<file path="config.mk">
export PLATFORM = sky130hd
export DESIGN_NAME = conv2_bias_requant
export DESIGN_NICKNAME = d
export VERILOG_FILES = /design/src/rtl/cnn_fixed_pkg.sv /design/src/rtl/requant_sat.sv /design/src/rtl/conv2_bias_requant.sv
export SDC_FILE = /design/constraint.sdc
export NUM_CORES = 1
export LEC_CHECK = 0
export BUFFER_PORTS_ARGS = -buffer_cell sky130_fd_sc_hd__buf_2
export CORE_UTILIZATION = 50
export DETAILED_ROUTE_END_ITERATION = 12
export PLACE_DENSITY = 0.72
export SYNTH_ARGS = -nofsm -noshare
export SYNTH_HDL_FRONTEND = slang
export SYNTH_SLANG_ARGS = --single-unit
</file>
<file path="constraint.sdc">
create_clock -name clk -period 4.6 [get_ports clk]
set_input_delay 0.92 -clock clk [delete_from_list [all_inputs] [get_ports clk]]
set_output_delay 0.92 -clock clk [all_outputs]
set_load 0.01 [all_outputs]
</file>
<file path="src/rtl/cnn_fixed_pkg.sv">
// cnn_fixed_pkg
// Shared Q1.7 fixed-point definitions for the CNN post-accumulation stages
// (conv2d_1/2/3): format constants, the activation type, the round-half-up
// constant and the signed saturation helper used by requant_sat.
package cnn_fixed_pkg;

  localparam int FRAC_BITS = 7;
  localparam int Q_MAX     = 127;
  localparam int Q_MIN     = -128;
  // Half an output LSB, in accumulator units, for round-half-up.
  localparam int ROUND_K   = 1 << (FRAC_BITS - 1);
  // Width of the intermediate handed to sat_q17; callers sign-extend into it.
  localparam int WIDE_W    = 32;

  typedef logic signed [7:0] q17_t;

  function automatic q17_t sat_q17(input logic signed [WIDE_W-1:0] x);
    if (x > Q_MAX)      return q17_t'(Q_MAX);
    else if (x < Q_MIN) return q17_t'(Q_MIN);
    else                return x[7:0];
  endfunction

endpackage

</file>
<file path="src/rtl/requant_sat.sv">
// requant_sat
// Combinational requantisation of one accumulator to a Q1.7 activation:
// add the Q1.7 bias aligned to the accumulator's 2*FRAC fractional bits,
// round half up, shift back to FRAC fractional bits, optional ReLU, then
// saturate to [-128, 127].
// Build option: define CONV2_RELU_EN to clamp negative results to zero;
// without it the stage is linear (signed saturation only).
// Ports:
//   acc   in  ACC_W  signed accumulator (2*FRAC fractional bits)
//   bias  in  8      signed Q1.7 bias
//   q     out 8      signed Q1.7 activation
module requant_sat
  import cnn_fixed_pkg::*;
#(
  parameter int ACC_W = 24,
  parameter int FRAC  = FRAC_BITS
) (
  input  logic signed [ACC_W-1:0] acc,
  input  q17_t                    bias,
  output q17_t                    q
);

  // Two guard bits keep the bias add and rounding add from overflowing.
  localparam int W = ACC_W + 2;
  localparam logic signed [W-1:0] RND =
    (FRAC == FRAC_BITS) ? W'(ROUND_K) : (W'(1) <<< (FRAC - 1));

  logic signed [W-1:0]      acc_x;
  logic signed [W-1:0]      bias_x;
  logic signed [W-1:0]      sum;
  logic signed [W-1:0]      r;
  logic signed [WIDE_W-1:0] r_w;

  always_comb begin
    acc_x  = {{2{acc[ACC_W-1]}}, acc};
    bias_x = {{(W-8){bias[7]}}, bias};
    sum    = acc_x + (bias_x <<< FRAC);
    r      = (sum + RND) >>> FRAC;
    r_w    = {{(WIDE_W-W){r[W-1]}}, r};
`ifdef CONV2_RELU_EN
    if (r_w < 0) r_w = '0;
`endif
    q      = sat_q17(r_w);
  end

endmodule

</file>
<file path="src/rtl/conv2_bias_requant.sv">
// conv2_bias_requant
// Post-accumulation stage of conv2d_2. Accepts one raw MAC accumulator per
// output channel (channel-interleaved, ch0..NUM_CH-1 per pixel), fetches the
// channel's Q1.7 bias from the bias ROM, requantises to Q1.7 and streams the
// activation out under valid/ready. Two-stage pipeline, 1 result/cycle.
// Build option: CONV2_RELU_EN enables ReLU (see requant_sat); handshake and
// latency are identical with or without it.
// Ports:
//   clk, rst_n            clock (rising edge), async active-low reset
//   in_valid/in_ready     accumulator handshake
//   in_acc                signed accumulator, ACC_W bits
//   bias_row/bias_col     bias ROM address (row = channel, column = 0)
//   bias_data             signed Q1.7 bias, combinational ROM read
//   out_valid/out_ready   activation handshake
//   out_data/out_ch       signed Q1.7 activation and its channel index
//   frame_done            high during the last output handshake of a frame
module conv2_bias_requant
  import cnn_fixed_pkg::*;
#(
  parameter int ACC_W   = 24,
  parameter int NUM_CH  = 32,
  parameter int NUM_PIX = 256,
  parameter int FRAC    = FRAC_BITS
) (
  input  logic                      clk,
  input  logic                      rst_n,
  input  logic                      in_valid,
  output logic                      in_ready,
  input  logic signed [ACC_W-1:0]   in_acc,
  output logic [15:0]               bias_row,
  output logic [15:0]               bias_col,
  input  logic signed [7:0]         bias_data,
  output logic                      out_valid,
  input  logic                      out_ready,
  output logic signed [7:0]         out_data,
  output logic [$clog2(NUM_CH)-1:0] out_ch,
  output logic                      frame_done
);

  localparam int CH_W  = $clog2(NUM_CH);
  localparam int PIX_W = $clog2(NUM_PIX);
  localparam logic [CH_W-1:0]  LAST_CH  = CH_W'(NUM_CH - 1);
  localparam logic [PIX_W-1:0] LAST_PIX = PIX_W'(NUM_PIX - 1);

  logic [CH_W-1:0]         in_ch_cnt;
  logic [CH_W-1:0]         out_ch_cnt;
  logic [PIX_W-1:0]        pix_cnt;

  logic                    vld_p1;
  logic signed [ACC_W-1:0] acc_p1;
  q17_t                    bias_p1;
  logic [CH_W-1:0]         ch_p1;
  q17_t                    q_p1;

  logic accept;
  logic adv;
  logic out_hs;

  assign in_ready = !vld_p1 || !out_valid || out_ready;
  assign accept   = in_valid && in_ready;
  assign adv      = vld_p1 && (!out_valid || out_ready);
  assign out_hs   = out_valid && out_ready;

  // The channel counter is a register, so the ROM row is stable for the
  // whole cycle in which the accumulator is presented.
  assign bias_row = {{(16-CH_W){1'b0}}, in_ch_cnt};
  assign bias_col = '0;

  assign frame_done = out_hs && (out_ch_cnt == LAST_CH) && (pix_cnt == LAST_PIX);

  // ---- stage 1: capture accumulator, bias and channel ----
  always_ff @(posedge clk) begin
    if (accept) begin
      acc_p1  <= in_acc;
      bias_p1 <= bias_data;
      ch_p1   <= in_ch_cnt;
    end
  end

  // ---- stage 1 -> stage 2: requantise ----
  requant_sat #(
    .ACC_W (ACC_W),
    .FRAC  (FRAC)
  ) u_requant (
    .acc  (acc_p1),
    .bias (bias_p1),
    .q    (q_p1)
  );

  // ---- stage 2: output register, handshake and frame counters ----
  always_ff @(posedge clk or negedge rst_n) begin
    if (!rst_n) begin
      in_ch_cnt  <= '0;
      vld_p1     <= 1'b0;
      out_valid  <= 1'b0;
      out_data   <= '0;
      out_ch     <= '0;
      out_ch_cnt <= '0;
      pix_cnt    <= '0;
    end else begin
      if (accept)
        in_ch_cnt <= (in_ch_cnt == LAST_CH) ? '0 : in_ch_cnt + 1'b1;

      if (accept)   vld_p1 <= 1'b1;
      else if (adv) vld_p1 <= 1'b0;

      if (adv) begin
        out_valid <= 1'b1;
        out_data  <= q_p1;
        out_ch    <= ch_p1;
      end else if (out_hs) begin
        out_valid <= 1'b0;
      end

      if (out_hs) begin
        if (out_ch_cnt == LAST_CH) begin
          out_ch_cnt <= '0;
          pix_cnt    <= (pix_cnt == LAST_PIX) ? '0 : pix_cnt + 1'b1;
        end else begin
          out_ch_cnt <= out_ch_cnt + 1'b1;
        end
      end
    end
  end

endmodule

</file>
==> results.txt <==
Worst setup SP type -> flop
fillcell total -> 592
Max-Cap Viols -> 0
Rel. slew slack -> 22.9%
Clk Latency, worst-skew pair -> 0.33 ns
syn avg cell area -> 11.1 µm²
GRT overflow -> 0
CTS resizes -> 0
number of global-route vias before repair -> 2317
Max Freq -> 0.320 GHz
total power -> 1.63 mW
most frequent CP cell -> and3_1
floorplan row count -> 30
Final Cycle Share -> 68.0%
GPL Wtd Cong -> 0.820
ant diodes -> 0
Sw Ratio -> 32.0%
fin util -> 58.6%
area fraction of the dominant cell type after synthesis -> 25.9%
Post-CTS Setup Bufs -> 0
Post-DP HPWL -> 4710 µm
Critical Path RT -> 3.68 ns
Max Slew Vio Count -> 0
largest net degree at the start of global routing -> 34
Die ar. -> 7550 µm²
die height -> 86.9 µm
hold_buf cts -> 0
H-tree Lvls -> 3
synthesized instance count -> 324
outcome -> finished, final reports clean
commonest non-fill, non-tap cell in the layout -> buf_2
drt wl/cell -> 13.0 µm
clock transition at the registers of the reported paths -> 0.07 ns
clock sink count -> 64
Synth cell types -> 52
Layout area overhead -> 11.8%
Seq pwr share -> 47.5%
Final Routed Wirelength -> 6260 µm
Mapped Area -> 3600 µm²
DR vias/cell -> 5.30
post-layout minimum cycle time -> 3.13 ns
antenna-violating nets left -> 0
Worst Clk Skew -> 0.00786 ns
Max VDD drop -> 0.274 mV
Sw Pwr -> 0.524 mW
Synthesis Warnings -> 0
cell taking the most area after synthesis -> edfxtp_1
max incr delay on CP -> 0.38 ns
Core Area -> 6870 µm²
commonest non-fill, non-tap cells in the layout -> buf_2, dfrtp_1, edfxtp_1
clk root buf -> clkbuf_8
crit path DAT -> 2.21 ns
Critical Path Sink Type -> output port
CTS tree -> built
first drt pass iteration count -> 5
Comb pwr share -> 26.7%
PortBufs -> 50
CP cell instances -> ha_1, and3_1, ha_1, and3_1, and3_1, and3_1, buf_2
CTS Buf Count -> 9
dpl cells -> 465
critical path class -> flop to output port
Final Hold Viols -> 0
via count -> 2549
initial antenna violation count -> 0
clock share of power -> 25.8%
synth top area cells -> edfxtp_1, dfrtp_1, ha_1
die width -> 86.9 µm
Initial Utilization -> 52.4%
#FFs+latches synth -> 64
Crit Path Max Fanout -> 5
PwrDens -> 406 nW/µm²
CTS Buffer Depth -> 2
setup tns final -> 0 ns
ys async rst share -> 51.6%
drt drc -> 0
DRT iter0 DRCs -> 125
Slew @ Worst Pin -> 1.16 ns
P_int -> 1.11 mW
ratio of cells with drive above 1 in the final layout -> 25.2%
post-synthesis sequential area ratio -> 48.8%
min-delay worst type -> flop to flop
first-pass GRT wire length -> 10400 µm
ys flop type -> dfrtp_1
Post-synth EDFFs -> 31
unrepaired setup endpoints after global routing -> false
Pleak -> 1.71 nW
I/O Pins -> 84
critical path's slowest cell -> dfrtp_1
Post-Layout Cell Count -> 481
endpoints failing setup -> 0
Post-layout nets -> 439
gr usage total -> 18.1%
through the flow:
step / area [µm²] / setup WS (ns) / hold slack [ns]
floorplan: 3700 / 1.86 / 0.446
global placement: 3850 / 1.60 / 0.455
detailed placement: 3850 / 1.55 / 0.461
CTS: 4030 / 1.48 / 0.476
global route: 4030 / 1.30 / 0.492
finish: 4030 / 1.47 / 0.473
cell families (layout without fill, tap and decap cells):
group           after synthesis  after routing  synth area share (%)
fa+ha+maj                    23             23                  8.20
xor+xnor                     19             19                  4.83
buf+inv                      38             73                  6.81
compound gates               85             85                  16.4
simple gates                 82             82                  11.1
flops                        64             64                  48.8
other cells                   1             27                 0.104
mux                          12             12                  3.75
metal layers:
metal / track usage [%] / vias up / routed length, µm
met5: 0 / - / 0
met4: 9.55 / 0 / 146
met3: 4.36 / 12 / 350
li1: - / 1257 / -
met1: 24.8 / 1193 / 2990
met2: 26.6 / 87 / 2770
path summary, 6_finish.rpt:
kind	startpoint	endpoint	slack, ns	cells past startpoint
max reg2reg	acc_p1[6]$_DFFE_PP_	out_data[3]$_DFFE_PN0P_	1.55	9
max in group asynchronous	rst_n	out_data[5]$_DFFE_PN0P_	3.50	1
min reg2reg	ch_p1[2]$_DFFE_PP_	out_ch[2]$_DFFE_PN0P_	0.47	1
min in group asynchronous	rst_n	in_ch_cnt[4]$_DFFE_PN0P_	0.64	1
min	ch_p1[2]$_DFFE_PP_	out_ch[2]$_DFFE_PN0P_	0.47	1
max	out_ch_cnt[0]$_DFFE_PN0P_	frame_done	1.47	7
registers in the layout, summed over array words and instances (netlist names):
signal	count
acc_p1	18
bias_p1	8
out_data	8
pix_cnt	8
ch_p1	5
in_ch_cnt	5
out_ch	5
out_ch_cnt	5
out_valid	1
vld_p1	1
synthesized netlist by cell type, types with 2 or more instances:
cell type   n
dfrtp_1    33
edfxtp_1   31
buf_4      27
o21ai_0    25
nor2_1     24
nand2_1    23
ha_1       22
a21oi_1    20
xnor2_1    14
mux2_2     12
o22ai_1     8
nand2b_1    7
and3_1      6
inv_1       6
nand3_1     6
nand4_1     5
clkbuf_1    4
nor3_1      4
xor2_1      4
a21o_1      3
o211ai_2    3
o21ai_1     3
a2111oi_2   2
a211oi_1    2
a211oi_2    2
o21a_1      2
critical path, delay by kind of cell (launching register included):
family,cells,cell delay (ns)
flip-flops,1,0.38
AND/OR/NAND/NOR,4,0.94
adder cells (fa/ha/maj),2,0.41
buffers and inverters,1,0.15
layout make-up:
type / count / area, µm² / area share [%]
sequential: 64 / 1760 / 43.6
multi-input combinational: 248 / 1700 / 42.1
timing repair buffer: 51 / 258 / 6.40
clock buffer: 11 / 141 / 3.51
tap: 96 / 120 / 2.98
clock inverter: 5 / 31.3 / 0.777
inverter: 6 / 22.5 / 0.559
power by group through the flow:
| stage | clock [mW] | combinational, mW | sequential, mW |
|---|---|---|---|
| CTS | 0.432 | 0.440 | 0.777 |
| finish | 0.421 | 0.437 | 0.777 |
| floorplan | 0 | 0.311 | 0.795 |
| global placement | 0 | 0.425 | 0.783 |
| detailed placement | 0 | 0.439 | 0.787 |
| global route | 0.456 | 0.491 | 0.792 |
Power figures use the tool's default switching activity.
